**config.mk**
```make
export PLATFORM = sky130hd
export DESIGN_NAME = inv_mix_columns_seq
export DESIGN_NICKNAME = d
export VERILOG_FILES = /design/src/rtl/aes_pkg.sv /design/src/rtl/inv_mix_columns_cell.sv /design/src/rtl/inv_mix_columns_seq.sv
export SDC_FILE = /design/constraint.sdc
export NUM_CORES = 1
export LEC_CHECK = 0
export BUFFER_PORTS_ARGS = -buffer_cell sky130_fd_sc_hd__buf_2
export CORE_MARGIN = 4
export CORE_UTILIZATION = 59
export DETAILED_ROUTE_END_ITERATION = 8
export PLACE_DENSITY = 0.86
export RECOVER_POWER = 25
export SLEW_MARGIN = 20
export SYNTH_ARGS = -nofsm -noshare
export SYNTH_HDL_FRONTEND = slang
export SYNTH_SLANG_ARGS = --single-unit
export TNS_END_PERCENT = 50
```
**constraint.sdc**
```tcl
create_clock -name clk -period 8.3 [get_ports clk]
set_clock_uncertainty 0.15 [all_clocks]
set_input_delay 0.83 -clock clk [delete_from_list [all_inputs] [get_ports clk]]
set_output_delay 0.83 -clock clk [all_outputs]
set_load 0.05 [all_outputs]
```
**src/rtl/aes_pkg.sv**
```systemverilog
// aes_pkg: shared AES types, InvMixColumns sequencer states and GF(2^8) multiply.
// Contents:
//   state_t      128-bit AES state, byte 0 in the MSBs
//   byte_t       one state byte
//   imc_state_e  IDLE / CALC / DONE sequencer states
//   IMC_PRODUCTS number of coefficient x byte products per state
//   gf_mul       GF(2^8) multiply modulo x^8+x^4+x^3+x+1
package aes_pkg;
    typedef logic [127:0] state_t;
    typedef logic [7:0] byte_t;
    typedef enum logic [1:0] {IDLE, CALC, DONE} imc_state_e;
    localparam int IMC_PRODUCTS = 64;
    function automatic byte_t gf_mul(input byte_t a, input byte_t b);
        byte_t p;
        byte_t x;
        p = '0;
        x = a;
        for (int i = 0; i < 8; i++) begin
            p = b[i] ? (p ^ x) : p;
            x = {x[6:0], 1'b0} ^ (x[7] ? 8'h1b : 8'h00);
        end
        return p;
    endfunction
endpackage

```
**src/rtl/inv_mix_columns_cell.sv**
```systemverilog
// inv_mix_columns_cell: one InvMixColumns product, coefficient(row, term) x column byte.
// Ports:
//   col_in0..col_in3  in  8  the four bytes of one state column
//   row_idx           in  2  output row of the matrix
//   col_idx           in  2  term (which column byte is multiplied)
//   result            out 8  matrix[row_idx][col_idx] * col_in[col_idx]
module inv_mix_columns_cell
    import aes_pkg::*;
(
    input  logic [7:0] col_in0,
    input  logic [7:0] col_in1,
    input  logic [7:0] col_in2,
    input  logic [7:0] col_in3,
    input  logic [1:0] row_idx,
    input  logic [1:0] col_idx,
    output logic [7:0] result
);
    logic [1:0] k;
    byte_t coef;
    byte_t operand;
    // Matrix row r is {0e,0b,0d,09} rotated right by r, so the entry is picked by (term - row) mod 4.
    assign k = col_idx - row_idx;
    assign coef = k == 2'd0 ? 8'h0e : k == 2'd1 ? 8'h0b : k == 2'd2 ? 8'h0d : 8'h09;
    assign operand = col_idx == 2'd0 ? col_in0 : col_idx == 2'd1 ? col_in1 :
                     col_idx == 2'd2 ? col_in2 : col_in3;
    assign result = gf_mul(coef, operand);
endmodule

```
**src/rtl/inv_mix_columns_seq.sv**
```systemverilog
// inv_mix_columns_seq: sequences one shared InvMixColumns product cell over a whole AES state.
// Ports:
//   clk        in  1    rising-edge clock
//   rst_n      in  1    asynchronous active-low reset
//   in_valid   in  1    state_in is valid
//   in_ready   out 1    idle and able to accept a state
//   state_in   in  128  input state, byte i = state_in[127-8i -: 8]
//   out_valid  out 1    state_out holds a completed result
//   out_ready  in  1    downstream accepts the result
//   state_out  out 128  InvMixColumns(state_in), same byte ordering
//   busy       out 1    computing or holding a result
module inv_mix_columns_seq
    import aes_pkg::*;
(
    input  logic         clk,
    input  logic         rst_n,
    input  logic         in_valid,
    output logic         in_ready,
    input  logic [127:0] state_in,
    output logic         out_valid,
    input  logic         out_ready,
    output logic [127:0] state_out,
    output logic         busy
);
    imc_state_e state;
    imc_state_e state_nx;
    state_t in_reg;
    logic [5:0] cnt;
    logic [31:0] col_word;
    byte_t acc;
    byte_t result;
    byte_t sum;
    logic last_term;
    // cnt = {col, row, term}; the top two bits pick the column being transformed.
    assign col_word = cnt[5:4] == 2'd0 ? in_reg[127:96] : cnt[5:4] == 2'd1 ? in_reg[95:64] :
                      cnt[5:4] == 2'd2 ? in_reg[63:32] : in_reg[31:0];
    assign sum = acc ^ result;
    assign last_term = cnt[1:0] == 2'd3;
    inv_mix_columns_cell u_cell (
        .col_in0 (col_word[31:24]),
        .col_in1 (col_word[23:16]),
        .col_in2 (col_word[15:8]),
        .col_in3 (col_word[7:0]),
        .row_idx (cnt[3:2]),
        .col_idx (cnt[1:0]),
        .result  (result)
    );
    always_comb begin
        state_nx = state;
        case (state)
            IDLE:    if (in_valid) state_nx = CALC;
            CALC:    if (cnt == 6'(IMC_PRODUCTS - 1)) state_nx = DONE;
            DONE:    if (out_ready) state_nx = IDLE;
            default: state_nx = IDLE;
        endcase
        in_ready = state == IDLE;
        out_valid = state == DONE;
        busy = state != IDLE;
    end
    always_ff @(posedge clk or negedge rst_n) begin
        if (!rst_n) begin
            state <= IDLE;
            cnt <= '0;
            acc <= '0;
            in_reg <= '0;
            state_out <= '0;
        end else begin
            state <= state_nx;
            if (state == IDLE && in_valid) begin
                in_reg <= state_in;
                cnt <= '0;
                acc <= '0;
            end else if (state == CALC) begin
                cnt <= cnt + 6'd1;
                acc <= last_term ? '0 : sum;
                // Output byte index {col,row} equals cnt[5:2].
                for (int i = 0; i < 16; i++)
                    if (last_term && cnt[5:2] == 4'(i)) state_out[127-8*i -: 8] <= sum;
            end
        end
    end
endmodule

```
==> After elaboration in Yosys (flattened, before gate mapping) <==
Index checks and enable logic that the tools add are counted.
{ "classes": {"reduce_logical": 41, "n_eq_ne": 28, "bitwise": 16, "n_mux": 33, "addsub": 2} }
{ "ops": {"columns": ["op", "n"], "rows": [
  ["8-bit 2-to-1 mux", 16],
  ["8-bit bitwise XOR", 15],
  ["32-bit 2-to-1 mux", 3],
  ["3-bit AND reduction", 17],
  ["5-bit 2-to-1 mux", 7],
  ["4-bit == test, second input constant", 8],
  ["1-bit logical AND", 17],
  ["4-bit by 3-bit == test with 1-bit output, second input constant", 4],
  ["6-bit 2-to-1 mux", 2],
  ["2-bit == test, second input constant", 5],
  ["2-bit by 1-bit == test with 1-bit output, second input constant", 4],
  ["4-bit by 2-bit == test with 1-bit output, second input constant", 2],
  ["2-bit logical NOT", 4],
  ["6-bit by 1-bit adder with 6-bit output, second input constant", 1],
  ["6-bit == test, second input constant", 1],
  ["2-bit 2-to-1 mux", 3],
  ["2-bit case mux with 3 select lines", 1],
  ["4-bit by 1-bit == test with 1-bit output, second input constant", 1],
  ["4-bit logical NOT", 1],
  ["2-bit != test, second input constant", 2],
  ["2-bit nonzero test", 2],
  ["3-bit 2-to-1 mux", 1],
  ["2-bit by 1-bit != test with 1-bit output, second input constant", 1],
  ["2-bit subtractor", 1],
  ["1-bit inverter", 1]
]} }
{ "word_totals": {"output_inout_bits": 131, "inputBits": 132, "elab_cells": 140, "register_bits": 272} }

==> Depth between registers and ports, before layout <==
{ "depth": {"word_depth": 26, "depth_mapped": 16, "ltp_nobuf": 12} }

==> Modules after synthesis <==
From an unflattened synthesis, not the netlist that was laid out.
{ "unflattened": {"cells_unflattened": 777, "hier_area_um2": 12161.7} }
{ "by_module_without_submodules": {"columns": ["module", "seq_area_each_um2", "instances", "cells_each", "area_each_um2"], "rows": [
  ["inv_mix_columns_seq", 6806.5, 1, 696, 11423.5],
  ["inv_mix_columns_cell", 0.0, 1, 81, 738.2]
]} }

==> Worst setup path before layout <==
Ideal clock, no wire load.
{ "synth_path": {"kind": "register to register", "start": "register cnt[0]", "end": "register state_out[12]", "path_slack_ps": 4990, "path_stages_with_launch": 14, "n_path_buf": 3, "required_time_ps": 8021, "synth_period_minus_slack_ps": 3310, "setup_time_ps": 129, "arrival_time_ps": 3030, "cell_sequence": "dfrtp_1 inv_1 ha_1 buf_4 buf_6 mux2i_1 a221oi_1 o21ai_1 a22oi_4 xor3_2 xnor3_1 xor2_2 buf_6 mux2i_4"} }
{ "synth_between": {"elab_chain_len": 20, "elab_cells_between_ends": 46, "cone_classes": "1 x add/sub; 5 x eq/ne; 21 x mux; 15 x bitwise; 4 x reduce/logical"} }
{ "synth_lines": {"columns": ["item", "line_no", "rtl"], "rows": [
  ["from (decl)", "inv_mix_columns_seq.sv:28", "logic [5:0] cnt;"],
  ["from (signal assigned)", "inv_mix_columns_seq.sv:74", "cnt <= cnt + 6'd1;"],
  ["2-bit subtractor / 2-bit == test (equally long branches)", "inv_mix_columns_cell.sv:22, inv_mix_columns_cell.sv:25", null],
  ["2-bit == test (tied with other cells)", "inv_mix_columns_cell.sv:23", "assign coef = k == 2'd0 ? 8'h0e : k == 2'd1 ? 8'h0b : k == 2'd2 ? 8'h0d : 8'h09;"],
  ["3-bit 2-to-1 mux (tied with other cells)", "inv_mix_columns_cell.sv:23", null],
  ["8-bit 2-to-1 mux (tied with other cells) (2 in series)", "inv_mix_columns_cell.sv:23", null],
  ["8-bit bitwise XOR, on equally long branches", "aes_pkg.sv:20, aes_pkg.sv:19", null],
  ["8-bit bitwise XOR / 8-bit 2-to-1 mux (equally long branches)", "aes_pkg.sv:20, aes_pkg.sv:19", null],
  ["8-bit bitwise XOR", "aes_pkg.sv:19", "p = b[i] ? (p ^ x) : p;"],
  ["8-bit 2-to-1 mux", "aes_pkg.sv:19", null],
  ["[3 not listed]", null, null],
  ["8-bit 2-to-1 mux", "aes_pkg.sv:19", null],
  ["8-bit bitwise XOR", "aes_pkg.sv:19", null],
  ["8-bit 2-to-1 mux", "aes_pkg.sv:19", null],
  ["8-bit bitwise XOR", "aes_pkg.sv:19", null],
  ["8-bit 2-to-1 mux", "aes_pkg.sv:19", null],
  ["8-bit bitwise XOR", "aes_pkg.sv:19", null],
  ["8-bit 2-to-1 mux", "aes_pkg.sv:19", null],
  ["8-bit bitwise XOR", "inv_mix_columns_seq.sv:37", "assign sum = acc ^ result;"],
  ["to (signal, indexed assignment)", "inv_mix_columns_seq.sv:78", "if (last_term && cnt[5:2] == 4'(i)) state_out[127-8*i -: 8] <= sum;"],
  ["to (decl)", "inv_mix_columns_seq.sv:22", "output logic [127:0] state_out,"]
]} }
Parallel ways exist; a longest one is shown, timed or not.
A chain may end at the register's enable or synchronous reset.

==> Worst setup path after layout <==
{ "layout_path": {"start": "register cnt[5]", "end": "register state_out[116]"} }
{ "layout_between": {"elab_chain_len": 23, "elab_cells_between_ends": 28, "cone_classes": "3 x eq/ne; 14 x mux; 8 x bitwise; 3 x reduce/logical"} }
{ "layout_lines": {"columns": ["item", "line_no", "rtl"], "rows": [
  ["2-bit == test", "inv_mix_columns_seq.sv:36", "cnt[5:4] == 2'd2 ? in_reg[63:32] : in_reg[31:0];"],
  ["32-bit 2-to-1 mux", "inv_mix_columns_seq.sv:36", null],
  ["32-bit 2-to-1 mux (2 in series)", "inv_mix_columns_seq.sv:35", "assign col_word = cnt[5:4] == 2'd0 ? in_reg[127:96] : cnt[5:4] == 2'd1 ? in_reg[95:64] :"],
  ["8-bit 2-to-1 mux", "inv_mix_columns_cell.sv:25", "col_idx == 2'd2 ? col_in2 : col_in3;"],
  ["8-bit 2-to-1 mux (2 in series)", "inv_mix_columns_cell.sv:24", "assign operand = col_idx == 2'd0 ? col_in0 : col_idx == 2'd1 ? col_in1 :"],
  ["8-bit 2-to-1 mux", "aes_pkg.sv:19", null],
  ["8-bit bitwise XOR", "aes_pkg.sv:19", null],
  ["8-bit 2-to-1 mux", "aes_pkg.sv:19", null],
  ["[5 not listed]", null, null],
  ["8-bit 2-to-1 mux", "aes_pkg.sv:19", null],
  ["8-bit bitwise XOR", "aes_pkg.sv:19", null],
  ["8-bit 2-to-1 mux", "aes_pkg.sv:19", null],
  ["8-bit bitwise XOR", "aes_pkg.sv:19", null],
  ["8-bit 2-to-1 mux", "aes_pkg.sv:19", null],
  ["8-bit bitwise XOR", "aes_pkg.sv:19", null],
  ["8-bit 2-to-1 mux", "aes_pkg.sv:19", null],
  ["8-bit bitwise XOR", "inv_mix_columns_seq.sv:37", null]
]} }
Parallel ways exist; a longest one is shown, timed or not.

==> impl_metrics.ini <==
[critical_path]
crit_required_ps = 8530
crit_buf_inv = 0
cp-start-kind = flip-flop
r2r_slack_ps = 2870
worstSetupStartpoint = cnt[5]
timing.rr.end = state_out[116]
cpPeakStageDelay_ps = 1610
timing.rr.start = cnt[5]
worstPathArrival_ps = 5660
crit_chain = nor2b_2 > mux2_2 > a2111oi_4 > nor3_1 > xor3_2 > xnor3_1 > xor2_4 > o21ai_0
worstSetupPathType = flip-flop to flip-flop
crit_slowest_cell = dfrtp_1
crit_family = flip-flops
r2r_cells = 8
endpoint_kind = flip-flop
worstPathMaxFanout = 48

[synth]
post-synth-top-count-cell = nand2_1
yosysTopAreaCellShare_pct = 54.5
avgSynthCellArea_um2 = 9.94
yosysSeqAreaShare_pct = 54.5
ys.flop_type = dfrtp_1
ys_ff_latch = 272
yosysUniqueCellTypes = 82
synth_common_cells = nand2_1 (485), dfrtp_1 (272), o21ai_0 (52)
synth_edf_count = 0
async_flop_share_pct = 100
synth_top_area_cell = dfrtp_1
yosysWarnings = 0
syn_inst = 1255
synth_area_um2 = 12500
synth_nets = 1395
synthTopCellsByArea = dfrtp_1 (55%), nand2_1 (15%), mux2_2 (3.7%), o21ai_0 (2.1%), mux4_2 (1.8%)

[global_routing]
antenna_found_initial = 0
grt_pass1_wl_mm = 52.9
grt_max_degree = 132
grt-ovfl-total = 0
track_usage_pct = 27.8
grt_pass1_vias = 9978

[floorplan]
std_cell_rows = 52
die_h_um = 153
start_util_pct = 60.9
top_level_ports = 263
core-area_um2 = 20500
fp.dieW_um = 153
dieArea_um2 = 23500

[timing]
tightest_slew_ps = 1890
finalSetupViolCount = 0
timing.final.crit_share_pct = 65.4
fmax_mhz = 184
fin_tns_setup_ps = 0
rsz0062_at_grt = false
slew_headroom_pct = -26.2
final-hold-violation-count = 0
finalCriticalPeriod_ps = 5430
final-max-slew-violation-count = 49

[drt]
ant_nets = 0
wirelength_mm = 33.5
drt_iter0_markers = 847
drt_first_pass_iters = 5
vias = 10000
routedWlPerCell_um = 19.0
drcViolationCount = 0
via_per_inst = 5.69

[clock_tree]
cts_root_buffer = clkbuf_16
clock_latency_ps = 530
postCtsResizedCells = 0
clk_pin_slew_ps = 70
cts_tree = done
cts_buffer_depth = 3
numCtsBuffers = 27
cts.htree.levels = 1
post_cts_buffers = 0
cts_hold_buf = 0
cts.sinks = 272

[placed_design]
placed_cells = 1713
io_buffers = 262
gp_congestion = 0.912
hpwl_mm = 23.1

[finish]
regArea_um2 = 6810
fin_cells = 1761
antennaDiodeCount = 0
filler_cell_count = 1446
drive_above_1_share_pct = 27.9
multiInputGateArea_um2 = 5210
nets = 1613
syn_to_final_growth_pct = 17.7

[status]
outcome = complete, but fails checks
violations = capacitance limit, slew limit

[hold_path]
hp-class = input pin to async pin

[job]
drv_cap = 1
through the flow:
stage,hold slack [ps],worst slack [ps],instance area [um^2],utilization (%)
2_1_floorplan,287,4990,12500,-
3_3_place_gp,302,3390,13800,67.2
3_5_place_dp,306,3340,13800,67.2
4_1_cts,303,3320,14700,71.5
5_1_grt,329,2560,14700,71.6
6_report,281,2870,14700,71.6
routing by layer:
layer  vias to the layer above  GRT usage, %  part of all wire [%]
li1                       4615             -                     -
met1                      4838          38.1                    41
met2                       480          46.0                    49
met3                        89          4.10                   7.2
met4                         0          9.38                   3.3
met5                         -             0                     0
final cells by class:
cell class                      instances  area share [%]
Sequential cell                       272            46.4
Tap cell                              270            2.30
Multi-Input combinational cell        885            35.5
Inverter                               17           0.435
Clock inverter                         11           0.784
Timing Repair Buffer                  270            9.40
Clock buffer                           36            5.24
worst max-delay path by stage:
stage | to | depth (start not counted)
2_1_floorplan | state_out[12] | 13
3_3_place_gp | state_out[36] | 8
3_5_place_dp | state_out[59] | 8
4_1_cts | state_out[59] | 8
5_1_grt | state_out[116] | 8
6_report | state_out[116] | 8
cell usage in the layout, fill, tap and decap left out, drive strengths merged, types with 9 or more instances in the layout:
cell	count
mux2	43
a21oi	32
inv	17
nand3	15
nand2b	10
dfrtp	272
mux4	10
buf	253
nor2	39
nand2	485
o21ai	87
clkbuf	53
nor2b	10
and3	9
mux2i	22
xnor2	17
cells by family after synthesis:
kind of cell | after synthesis | share of synthesized area [%]
muxes | 75 | 7.75
xor gates and xnor gates | 27 | 3.01
buffers and inverters | 98 | 4.09
AOI/OAI and AO/OA | 179 | 10.3
adders and majority gates | 8 | 0.802
and+or+nand+nor | 596 | 19.5
DFF | 272 | 54.5
Power is left out: the tool's default activity adds up to more than one toggle a clock period on the data nets, which glitch-free logic cannot reach.
